### config.mk
export PLATFORM = sky130hd
export DESIGN_NAME = alu_share_arbiter
export DESIGN_NICKNAME = d
export VERILOG_FILES = /design/src/rtl/alu_share_arbiter_pkg.sv /design/src/rtl/alu_arb_pick.sv /design/src/rtl/alu_share_arbiter.sv
export SDC_FILE = /design/constraint.sdc
export NUM_CORES = 1
export LEC_CHECK = 0
export CAP_MARGIN = 15
export CORE_MARGIN = 10
export CORE_UTILIZATION = 30
export DETAILED_ROUTE_END_ITERATION = 10
export GPL_ROUTABILITY_DRIVEN = 0
export PLACE_DENSITY = 0.93
export SLEW_MARGIN = 20
export SYNTH_ARGS = -nofsm -noshare
export SYNTH_HDL_FRONTEND = slang
export SYNTH_HIERARCHICAL = 1
export SYNTH_SLANG_ARGS = --single-unit
export TNS_END_PERCENT = 50
### constraint.sdc
create_clock -name clk -period 4.1 [get_ports clk]
set_input_delay 0.615 -clock clk [delete_from_list [all_inputs] [get_ports clk]]
set_output_delay 0.615 -clock clk [all_outputs]
set_load 0.02 [all_outputs]
### src/rtl/alu_share_arbiter_pkg.sv
// Shared CPU constants used by the ALU share arbiter.
// ALU opcodes, flag bit positions and arbiter cycle kinds.
package alu_share_arbiter_pkg;

    localparam logic [2:0] OP_ALU   = 3'b000;
    localparam logic [3:0] ALU_ADD  = 4'b0000;
    localparam logic [3:0] ALU_ADDC = 4'b0010;
    localparam logic [3:0] ALU_SHLC = 4'b1111;

    localparam int FLAG_C = 0;
    localparam int FLAG_Z = 1;
    localparam int FLAG_S = 2;
    localparam int FLAG_O = 3;

    // Kind of cycle the shared ALU is running this clock.
    typedef enum logic [1:0] {
        M_HOLD    = 2'd0,
        M_ISSUE   = 2'd1,
        M_RESTORE = 2'd2
    } arb_mode_e;

endpackage

### src/rtl/alu_arb_pick.sv
// Candidate select for the ALU share arbiter.
// A held lock overrides round-robin and starves the other side.
module alu_arb_pick (
    input  logic [1:0] valid_i,
    input  logic       rr_i,
    input  logic       lock_act_i,
    input  logic       lock_id_i,
    output logic       cand_vld_o,
    output logic       cand_o
);

    // Lock holder first, else favoured side, else the other side.
    always_comb begin
        cand_vld_o = 1'b0;
        cand_o     = rr_i;
        if (lock_act_i) begin
            cand_o     = lock_id_i;
            cand_vld_o = valid_i[lock_id_i];
        end else if (valid_i[rr_i]) begin
            cand_o     = rr_i;
            cand_vld_o = 1'b1;
        end else if (valid_i[~rr_i]) begin
            cand_o     = ~rr_i;
            cand_vld_o = 1'b1;
        end
    end

endmodule

### src/rtl/alu_share_arbiter.sv
// Shares one ALU between two requesters, keeping each side's carry
// as context by shlc restore cycles on owner switch and idle hold.
module alu_share_arbiter
    import alu_share_arbiter_pkg::*;
#(
    parameter int DATA_W     = 16,
    parameter bit RESTORE_EN = 1'b1
) (
    input  logic              clk,
    input  logic              rst_n,
    input  logic              req0_valid,
    input  logic              req1_valid,
    output logic              req0_ready,
    output logic              req1_ready,
    input  logic [2:0]        req0_op,
    input  logic [2:0]        req1_op,
    input  logic [3:0]        req0_alu_op,
    input  logic [3:0]        req1_alu_op,
    input  logic [DATA_W-1:0] req0_a,
    input  logic [DATA_W-1:0] req0_b,
    input  logic [DATA_W-1:0] req1_a,
    input  logic [DATA_W-1:0] req1_b,
    input  logic              req0_lock,
    input  logic              req1_lock,
    output logic              resp0_valid,
    output logic              resp1_valid,
    output logic [DATA_W-1:0] resp_result,
    output logic [3:0]        resp_flags,
    output logic [2:0]        alu_op_o,
    output logic [3:0]        alu_alu_op_o,
    output logic [DATA_W-1:0] alu_s1_o,
    output logic [DATA_W-1:0] alu_s2_o,
    input  logic [DATA_W-1:0] alu_result_i,
    input  logic [3:0]        alu_flags_i
);

    localparam logic [DATA_W-2:0] LOW0 = '0;

    logic              owner_q, owner_d;
    logic              rr_q, rr_d;
    logic              lock_act_q, lock_act_d;
    logic              lock_id_q, lock_id_d;
    logic [1:0]        saved_c_q, saved_c_d;
    logic [1:0]        resp_vld_q, resp_vld_d;
    logic [DATA_W-1:0] resp_result_q, resp_result_d;

    logic              cand_vld;
    logic              cand;
    arb_mode_e         mode;
    logic [1:0]        rdy;

    logic [2:0]        sel_op;
    logic [3:0]        sel_alu_op;
    logic [DATA_W-1:0] sel_a;
    logic [DATA_W-1:0] sel_b;
    logic              sel_lock;

    alu_arb_pick u_pick (
        .valid_i    ({req1_valid, req0_valid}),
        .rr_i       (rr_q),
        .lock_act_i (lock_act_q),
        .lock_id_i  (lock_id_q),
        .cand_vld_o (cand_vld),
        .cand_o     (cand)
    );

    // Mux the candidate's request fields.
    always_comb begin
        sel_op     = cand ? req1_op     : req0_op;
        sel_alu_op = cand ? req1_alu_op : req0_alu_op;
        sel_a      = cand ? req1_a      : req0_a;
        sel_b      = cand ? req1_b      : req0_b;
        sel_lock   = cand ? req1_lock   : req0_lock;
    end

    // Classify the cycle: issue, carry restore, or idle hold.
    always_comb begin
        mode = M_HOLD;
        if (cand_vld) begin
            if (cand == owner_q || !RESTORE_EN) begin
                mode = M_ISSUE;
            end else begin
                mode = M_RESTORE;
            end
        end
    end

    // Drive the ALU, the readys and the next state for each cycle kind.
    always_comb begin
        owner_d       = owner_q;
        rr_d          = rr_q;
        lock_act_d    = lock_act_q;
        lock_id_d     = lock_id_q;
        saved_c_d     = saved_c_q;
        resp_vld_d    = 2'b00;
        resp_result_d = resp_result_q;
        rdy           = 2'b00;
        alu_op_o      = OP_ALU;
        alu_alu_op_o  = ALU_SHLC;
        alu_s1_o      = '0;
        alu_s2_o      = {alu_flags_i[FLAG_C], LOW0};
        unique case (mode)
            M_ISSUE: begin
                rdy[cand]        = 1'b1;
                alu_op_o         = sel_op;
                alu_alu_op_o     = sel_alu_op;
                alu_s1_o         = sel_a;
                alu_s2_o         = sel_b;
                owner_d          = cand;
                rr_d             = ~cand;
                lock_act_d       = sel_lock;
                if (sel_lock) begin
                    lock_id_d = cand;
                end
                resp_vld_d[cand] = 1'b1;
                resp_result_d    = alu_result_i;
            end
            M_RESTORE: begin
                alu_s2_o           = {saved_c_q[cand], LOW0};
                saved_c_d[owner_q] = alu_flags_i[FLAG_C];
                owner_d            = cand;
            end
            default: begin
            end
        endcase
    end

    // Arbiter state and the registered response.
    always_ff @(posedge clk or negedge rst_n) begin
        if (!rst_n) begin
            owner_q       <= 1'b0;
            rr_q          <= 1'b0;
            lock_act_q    <= 1'b0;
            lock_id_q     <= 1'b0;
            saved_c_q     <= 2'b00;
            resp_vld_q    <= 2'b00;
            resp_result_q <= '0;
        end else begin
            owner_q       <= owner_d;
            rr_q          <= rr_d;
            lock_act_q    <= lock_act_d;
            lock_id_q     <= lock_id_d;
            saved_c_q     <= saved_c_d;
            resp_vld_q    <= resp_vld_d;
            resp_result_q <= resp_result_d;
        end
    end

    assign req0_ready  = rst_n & rdy[0];
    assign req1_ready  = rst_n & rdy[1];
    assign resp0_valid = resp_vld_q[0];
    assign resp1_valid = resp_vld_q[1];
    assign resp_result = resp_result_q;
    assign resp_flags  = alu_flags_i;

endmodule

Word level (Yosys, flattened, before mapping) --
Index checks and enable logic that the tools add are counted.
Storage, ports and cells: input port bits 104, bits in writable memories 0, output and inout bits 63, latch bits 0, memories 0, logic and storage cells 56, ROM bits 0, register bits 24
Cells by class: equality and inequality tests 3, muxes and demuxes 31, reduce and logical (&&, ||, !) cells 4, multipliers 0, shift-type cells 0, $add $sub $neg 0, div/mod/pow operators 0, bitwise gates (word level) 4, magnitude comparators 7
Operators by type and width (number):
- $mux W16 | 3
- $pmux W16 S2 | 1
- $mux W1 | 17
- $lt A1 B2 Y1 const B | 5
- $mux W4 | 2
- $mux W2 | 3
- $mux W3 | 2
- $and A1 B1 Y1 | 2
- $bwmux W2 | 1
- $demux W1 S1 | 2
- $eq A2 B1 Y1 const B | 1
- $eq A2 B2 Y1 const B | 1
- $ge A1 B1 Y1 const B | 2
- $logic_and A1 B1 Y1 | 2
- $not A1 Y1 | 2
- $reduce_and A2 Y1 | 1
- $reduce_or A2 Y1 | 1
- $eq A1 B1 Y1 | 1

Longest topological paths before layout --
Gate-level depths: netlist of the first run.
word-level depth 12, depth in mapped cells 7, mapped depth without buffers 6

By module --
The synthesis of the first run kept the hierarchy.
Modules (own cells, without submodules):
- alu_share_arbiter | area an instance 1481.4 um^2, sequential area each 600.6 um^2, times used 1, cells each 123
- alu_arb_pick | area an instance 46.3 um^2, sequential area each 0.0 um^2, times used 1, cells each 8

Least setup slack after synthesis of the first run --
OpenSTA, ideal clock, no wires.
path kind input port to output port, start point input req0_valid, end point output alu_op_o[0], stages on the path 7, data arrival time 1798 ps, path slack 1687 ps, path buffers 2, data required time 3485 ps, cells stage by stage a21boi_1 -> o31ai_2 -> buf_6 -> nand3_2 -> inv_2 -> buf_2 -> a22o_1
On the way: word-level cells in the longest chain between the ends 10, elaborated cells on any way between the ends 18, those cells by class eq/ne (2); mux (16)
Ends and longest elaborated chain:
- start: declaration | line alu_share_arbiter.sv:11 | input logic req0_valid,
- $mux W1 (not written as such) (2 in a row) | line alu_arb_pick.sv:22 | end else if (valid_i[~rr_i]) begin
- $mux W1 | line alu_arb_pick.sv:22
- $mux W1 (*) | line alu_arb_pick.sv:19 | end else if (valid_i[rr_i]) begin
- $mux W1 (*) | line alu_arb_pick.sv:16 | if (lock_act_i) begin
- named net cand | line alu_share_arbiter.sv:48 | logic cand;
- $eq A1 B1 Y1 | line alu_share_arbiter.sv:80 | if (cand == owner_q || !RESTORE_EN) begin
- $mux W2 | line alu_share_arbiter.sv:80
- $mux W2 | line alu_share_arbiter.sv:79 | if (cand_vld) begin
- $eq A2 B1 Y1 | line alu_share_arbiter.sv:102 | unique case (mode)
- $mux W3 (*) | line alu_share_arbiter.sv:102
- end: declaration | line alu_share_arbiter.sv:29 | output logic [2:0] alu_op_o,
Mark *: on every way through the listed nets, which the timed path passes. The rest lies on a longest branch. The select of a mux whose other input is x is not followed.

Worst setup path after layout of the first run --
start point input req0_valid, end point output alu_s1_o[10]
On the way: word-level cells in the longest chain between the ends 10, elaborated cells on any way between the ends 18, those cells by class eq/ne (2); mux (16)
Ends and longest elaborated chain:
- $mux W1 (not written as such) (2 in a row) | line alu_arb_pick.sv:22
- $mux W1 | line alu_arb_pick.sv:22
- $mux W1 (*) | line alu_arb_pick.sv:19
- $mux W1 (*) | line alu_arb_pick.sv:16
- named net cand | line alu_share_arbiter.sv:48
- $eq A1 B1 Y1 | line alu_share_arbiter.sv:80
- $mux W2 | line alu_share_arbiter.sv:80
- $mux W2 | line alu_share_arbiter.sv:79
- $eq A2 B1 Y1 | line alu_share_arbiter.sv:102
- $mux W16 (*) | line alu_share_arbiter.sv:102
- end: declaration | line alu_share_arbiter.sv:31 | output logic [DATA_W-1:0] alu_s1_o,
Marks and branches as above.

==> metrics.md, run 1 <==
| Metric | Value |
|---|---|
| Die Wd | `91.4 µm` |
| Status | `finished, final reports clean` |
| Final wirelength | `7.31 mm` |
| Total power | `2.05 mW` |
| First-pass GRT wire length | `10.8 mm` |
| Crit start category | `input pin` |
| Setup Buffers After CTS | `0` |
| Number of synthesized flops with an enable pin | `0` |
| Slowest-stage cell, CP | `clkdlybuf4s50_1` |
| Max incr delay on CP | `0.62 ns` |
| Distinct cells, synth | `27` |
| Synth-to-Final Area Change | `108%` |
| Htree depth | `1` |
| Clock sinks | `24` |
| Net Count, Synth | `235` |
| Num CTS Buffers | `3` |
| Synthesized area per cell | `11.7 µm²` |
| Lkg Pwr | `1.32 nW` |
| Kind of end point of the critical path | `output port` |
| Final Skew | `0.00445 ns` |
| Tmin final | `3.72 ns` |
| Via count | `1,630` |
| Starting DRT DRC Count | `55` |
| Vias in the first global route | `1,791` |
| Syn Std Cell Area | `0.00153 mm²` |
| CP Cell Sequence | `clkdlybuf4s50_1, a21boi_1, o31ai_2, buf_4, nand3b_4, inv_2, a22o_1, clkdlybuf4s50_1` |
| Critical Path Fanout Max | `36` |
| Largest net degree at the start of global routing | `37` |
| DR WL/cell | `20.8 µm` |
| Yosys reg bits | `24` |
| Max_cap viols | `0` |
| Cts repair resizes | `0` |
| Cts-stage hold buffer count | `0` |
| Worst path arrival time | `3.10 ns` |
| CTS tree | `done` |
| Ant. Diodes | `0` |
| Post-route ant nets | `0` |
| Initial antenna violation count | `0` |
| Clk slew on worst S/H paths | `0.08 ns` |
| Worst skew pair latency | `0.26 ns` |
| Site row count | `25` |
| Global Route Usage Sum | `0.163` |
| Layout Nets | `390` |
| Core Region | `0.00482 mm²` |
| Final Hold Vio Count | `0` |
| Cell family with most CP delay | `buffers and inverters` |
| Final global-route overflow total | `0` |
| FMAX | `269 MHz` |
| DRC | `0` |
| Asr flop ratio synth | `1.00` |
| Min-Delay Path Class | `register to register` |
| Pre-antenna DRT Iters | `4` |
| Max Root-Sink Buffers | `2` |
| Slew Limit Fails | `0` |
| Full die area | `0.00835 mm²` |
| Crit path kind | `input pin to output port` |
| Post-DP HPWL | `6.33 mm` |
| Crit path buffers/inverters | `4` |
| PD cells | `644 mW/mm²` |
| Slew @ Worst Pin | `0.582 ns` |
| Clock tree root driver cell | `clkbuf_8` |
| Starting Density | `0.317` |
| Layout cells sized above 1 | `0.113` |
| Gate Count Post-Synth | `131` |
| Input/output buffers | `160` |
| TNS Setup | `0 ns` |
| Boundary Pins | `167` |
| Predominant post-synthesis flop cell | `dfrtp_1` |
| DR vias/cell | `4.64` |
| Register area share after synthesis | `0.393` |
| Final setup vio count | `0` |
| Chip height | `91.4 µm` |
| Req. time, crit path | `3.48 ns` |
| Max-Slew Margin vs Limit | `0.612` |
| RSZ-0062 raised after global routing | `false` |
| CP most frequent cell | `clkdlybuf4s50_1` |
| Final worst path period share | `0.907` |
| Yosys warns | `6` |
| VDD IR max | `0.443 mV` |
layout by cell type, fill, tap and decap left out, drive strengths merged, types with 2 or more instances in the layout:
cell             n
clkdlybuf4s50  160
inv              3
buf              4
a21oi            3
mux2            18
and2             2
dfrtp           24
o22a             4
nand2            6
a22o            34
nor2             8
clkbuf           3
mux2i            3
a31oi            2
nand3b           2
per-layer routing:
layer | GRT usage | vias up | wire length, µm
met3 | 0.0362 | 2 | 292
met1 | 0.162 | 782 | 2640
met5 | 0 | - | 0
li1 | - | 802 | -
met2 | 0.332 | 44 | 4340
met4 | 0.0274 | 0 | 29
where the power goes:
part,internal (mW),leakage (nW),switching [mW],total (mW)
logic,0.791,1.01,0.698,1.49
clock network,0.0656,0.0216,0.0691,0.135
registers,0.352,0.284,0.0755,0.427
cells in the mapped netlist, types with 2 or more instances:
master   instances  area [µm²]
mux2_2           8        90.1
nor2_1           8        30.0
mux2_4          10         150
inv_2            2        7.51
buf_6            3        33.8
o22a_1           4        35.0
a31oi_1          2        12.5
and2_1           2        12.5
nand2_1          5        18.8
buf_4            5        37.5
dfrtp_1         24         601
a22o_1          34         298
a21oi_1          3        15.0
mux2i_1          3        30.0
buf_2            6        30.0
sequential cells by signal, indices dropped and copies added (netlist names):
signal,flops
lock_id_q,1
owner_q,1
rr_q,1
resp_result,16
resp_vld_q,2
lock_act_q,1
saved_c_q,2
kinds of logic after synthesis:
kind of cell    count (synthesis)  share of synthesized area
compound gates                 47                      0.258
flops                          24                      0.393
mux                            21                      0.177
simple gates                   21                     0.0803
buf+inv                        17                     0.0737
xor+xnor                        1                     0.0180
cell type report:
class                           instances  area (µm²)
Fill cell                             397        1630
Tap cell                               67        83.8
Multi-Input combinational cell         90         815
Sequential cell                        24         601
Timing Repair Buffer                  164        1630
Clock buffer                            3        41.3
Inverter                                3        11.3
metrics by stage:
step           cell area (µm²)  hold WS (ns)  std cells   util  setup slack (ns)
2_1_floorplan             1530         0.319        131      -              1.69
3_3_place_gp              3140         0.487        348  0.652             0.450
3_5_place_dp              3140         0.497        348  0.652             0.388
4_1_cts                   3180         0.514        351  0.661             0.373
5_1_grt                   3180         0.529        351  0.661             0.257
6_report                  3180         0.510        351  0.661             0.381
path summary, 6_finish.rpt:
check,cells after the start,slack [ns],from,end
min in group asynchronous,1,0.65,rst_n,resp_result[14]
setup / recovery,8,0.38,req0_valid,alu_s1_o[10]
hold reg to reg,1,0.51,resp_result[3],resp_result[3]
max in group asynchronous,3,2.77,rst_n,resp_result[10]
setup reg to reg,5,2.28,lock_act_q,resp_result[2]
hold / removal,1,0.51,resp_result[3],resp_result[3]
Note: power is estimated with default switching activity, not from simulation.
==> run 2: changes to the inputs <==
--- a/config.mk
+++ b/config.mk
@@ -10,8 +10,7 @@
 export CORE_UTILIZATION = 30
 export DETAILED_ROUTE_END_ITERATION = 10
 export GPL_ROUTABILITY_DRIVEN = 0
-export PLACE_DENSITY = 0.93
-export SLEW_MARGIN = 20
+export PLACE_DENSITY = 0.86
 export SYNTH_ARGS = -nofsm -noshare
 export SYNTH_HDL_FRONTEND = slang
 export SYNTH_HIERARCHICAL = 1
==> run 2 against run 1 <==
Effect of this change:
- wire length rose by 1.7%
- highest routed layer unchanged
- worst setup slack got worse by 0.038 ns
- non-clock buffer count fell by 1
- core utilization rose by 0.13 points
- largest power group unchanged
- largest cell class unchanged
- sequential power barely moved
- critical path type unchanged
- global-route usage rose by 0.34 points
- critical endpoint is now alu_s1_o[9]
- flip-flop and latch count did not move
==> metrics.md, run 2 (same netlist as run 1, synthesis figures left out) <==
| Metric | Value |
|---|---|
| Min-Delay Path Class | `register to register (unchanged)` |
| Leading cell type in the layout, fill and taps excluded | `clkdlybuf4s50_1 (unchanged)` |
| Sequential share of power | `0.206 (was 0.208)` |
| Pre-antenna DRT Iters | `4 (unchanged)` |
| Req. time, crit path | `3.48 ns (about the same)` |
| Setup Buffers After CTS | `0 (unchanged)` |
| Final global-route overflow total | `0 (unchanged)` |
| DP Cell Count | `347 (was 348)` |
| Core Region | `0.00482 mm² (unchanged)` |
| Vias in the first global route | `1,796 (was 1,791)` |
| Slew Limit Fails | `0 (unchanged)` |
| Cts-stage hold buffer count | `0 (unchanged)` |
| Via count | `1,630 (unchanged)` |
| Area after DPL | `0.00313 mm² (was 0.00314 mm²)` |
| Ant. Diodes | `0 (unchanged)` |
| Global Route Usage Sum | `0.166 (was 0.163)` |
| Post-Route Utilization | `0.662 (was 0.661)` |
| Lkg Pwr | `1.32 nW (about the same)` |
| Switch Pwr | `0.852 mW (was 0.842 mW)` |
| Largest net degree at the start of global routing | `37 (unchanged)` |
| Clock sinks | `24 (unchanged)` |
| Max reg flops | `16 (unchanged)` |
| Critical Path Fanout Max | `36 (unchanged)` |
| TNS Setup | `0 ns (unchanged)` |
| Final setup vio count | `0 (unchanged)` |
| DR vias/cell | `4.64 (unchanged)` |
| Clock tree root driver cell | `clkbuf_8 (unchanged)` |
| Starting Density | `0.317 (unchanged)` |
| Input/output buffers | `160 (unchanged)` |
| Chip height | `91.4 µm (unchanged)` |
| Final worst path period share | `0.917 (was 0.907)` |
| VDD IR max | `0.429 mV (was 0.443 mV)` |
| Starting DRT DRC Count | `43 (was 55)` |
| Final Hold Vio Count | `0 (unchanged)` |
| Most frequent cells in the layout | `clkdlybuf4s50_1 (160), a22o_1 (34), dfrtp_1 (24) (unchanged)` |
| FMAX | `266 MHz (was 269 MHz)` |
| Boundary Pins | `167 (unchanged)` |
| Fin area | `0.00319 mm² (was 0.00318 mm²)` |
| Kind of end point of the critical path | `output port (unchanged)` |
| Tmin final | `3.76 ns (was 3.72 ns)` |
| Min Hold Slack | `0.510 ns (about the same)` |
| Initial antenna violation count | `0 (unchanged)` |
| Final wirelength | `7.43 mm (was 7.31 mm)` |
| Max_cap viols | `0 (unchanged)` |
| RSZ-0062 raised after global routing | `false (unchanged)` |
| Synth-to-Final Area Change | `109% (was 108%)` |
| Full die area | `0.00835 mm² (unchanged)` |
| Layout Nets | `389 (was 390)` |
| Slew @ Worst Pin | `0.590 ns (was 0.582 ns)` |
| Worst skew pair latency | `0.26 ns (about the same)` |
| Clk slew on worst S/H paths | `0.08 ns (about the same)` |
| DR WL/cell | `21.2 µm (was 20.8 µm)` |
| Final Non-Filler Cells | `351 (unchanged)` |
| DRC | `0 (unchanged)` |
| Num CTS Buffers | `3 (unchanged)` |
| PD cells | `652 mW/mm² (was 644 mW/mm²)` |
| Post-route ant nets | `0 (unchanged)` |
| Crit start category | `input pin (unchanged)` |
| Worst path arrival time | `3.14 ns (was 3.10 ns)` |
| Crit path kind | `input pin to output port (unchanged)` |
| CTS tree | `done (unchanged)` |
| Combinational power share | `0.718 (was 0.726)` |
| Max Root-Sink Buffers | `2 (unchanged)` |
| Pint | `1.23 mW (was 1.21 mW)` |
| Post-DP HPWL | `6.31 mm (was 6.33 mm)` |
| Status | `finished, final reports clean (unchanged)` |
| Layout cells sized above 1 | `0.113 (unchanged)` |
| Die Wd | `91.4 µm (unchanged)` |
| Site row count | `25 (unchanged)` |
| Max-Slew Margin vs Limit | `0.606 (was 0.612)` |
| Clock power frac | `0.076 (was 0.066)` |
| Sw Ratio | `0.410 (was 0.411)` |
| Cts repair resizes | `0 (unchanged)` |
| Final Skew | `0.00418 ns (was 0.00445 ns)` |
| Htree depth | `1 (unchanged)` |
| First-pass GRT wire length | `11.1 mm (was 10.8 mm)` |
[run 2: power groups by stage]
stage | clock network, mW | registers (mW) | logic [mW]
2_1_floorplan | 0 | 0.520 | 0.789
4_1_cts | 0.166 | 0.430 | 1.51
5_1_grt | 0.174 | 0.444 | 1.58
3_3_place_gp | 0 | 0.423 | 1.49
6_report | 0.158 | 0.429 | 1.49
3_5_place_dp | 0 | 0.432 | 1.51
[run 2: per-stage QoR]
step	power [mW]	setup WS, ns
after detailed placement	1.94	0.348
after global placement	1.91	0.421
after CTS	2.11	0.335
after floorplan	1.31	1.69
after global routing	2.20	0.173
final	2.08	0.342
[run 2: final cells by class]
cell class | instances | area (µm²)
Clock buffer | 4 | 55.1
Fill cell | 398 | 1630
Inverter | 3 | 11.3
Multi-Input combinational cell | 90 | 815
Sequential cell | 24 | 601
Tap cell | 67 | 83.8
Timing Repair Buffer | 163 | 1620
[run 2: worst paths after layout]
path	from	end	slack (ns)	depth (start not counted)
worst max-delay path	req1_valid	alu_s1_o[9]	0.34	7
worst min-delay path	resp_result[5]	resp_result[5]	0.51	1
worst max register to register	lock_act_q	resp_result[3]	2.22	5
worst min register to register	resp_result[5]	resp_result[5]	0.51	1
max in group asynchronous	rst_n	lock_act_q	3.08	2
min in group asynchronous	rst_n	resp_result[9]	0.79	2
[run 2: worst max-delay path, cell delays in order]
cell and delay, ns:
clkdlybuf4s50_1 0.52, nor2_1 0.08, o31ai_2 0.32, nand3_2 0.21
inv_2 0.50, a22o_1 0.27, clkdlybuf4s50_1 0.63
[run 2: per-layer routing]
| metal | vias up | part of all wire | GRT usage |
|---|---|---|---|
| met4 | 0 | 0.0011 | 0.00914 |
| met1 | 777 | 0.35 | 0.165 |
| met5 | - | 0 | 0 |
| li1 | 801 | - | - |
| met3 | 2 | 0.056 | 0.0486 |
| met2 | 50 | 0.59 | 0.341 |
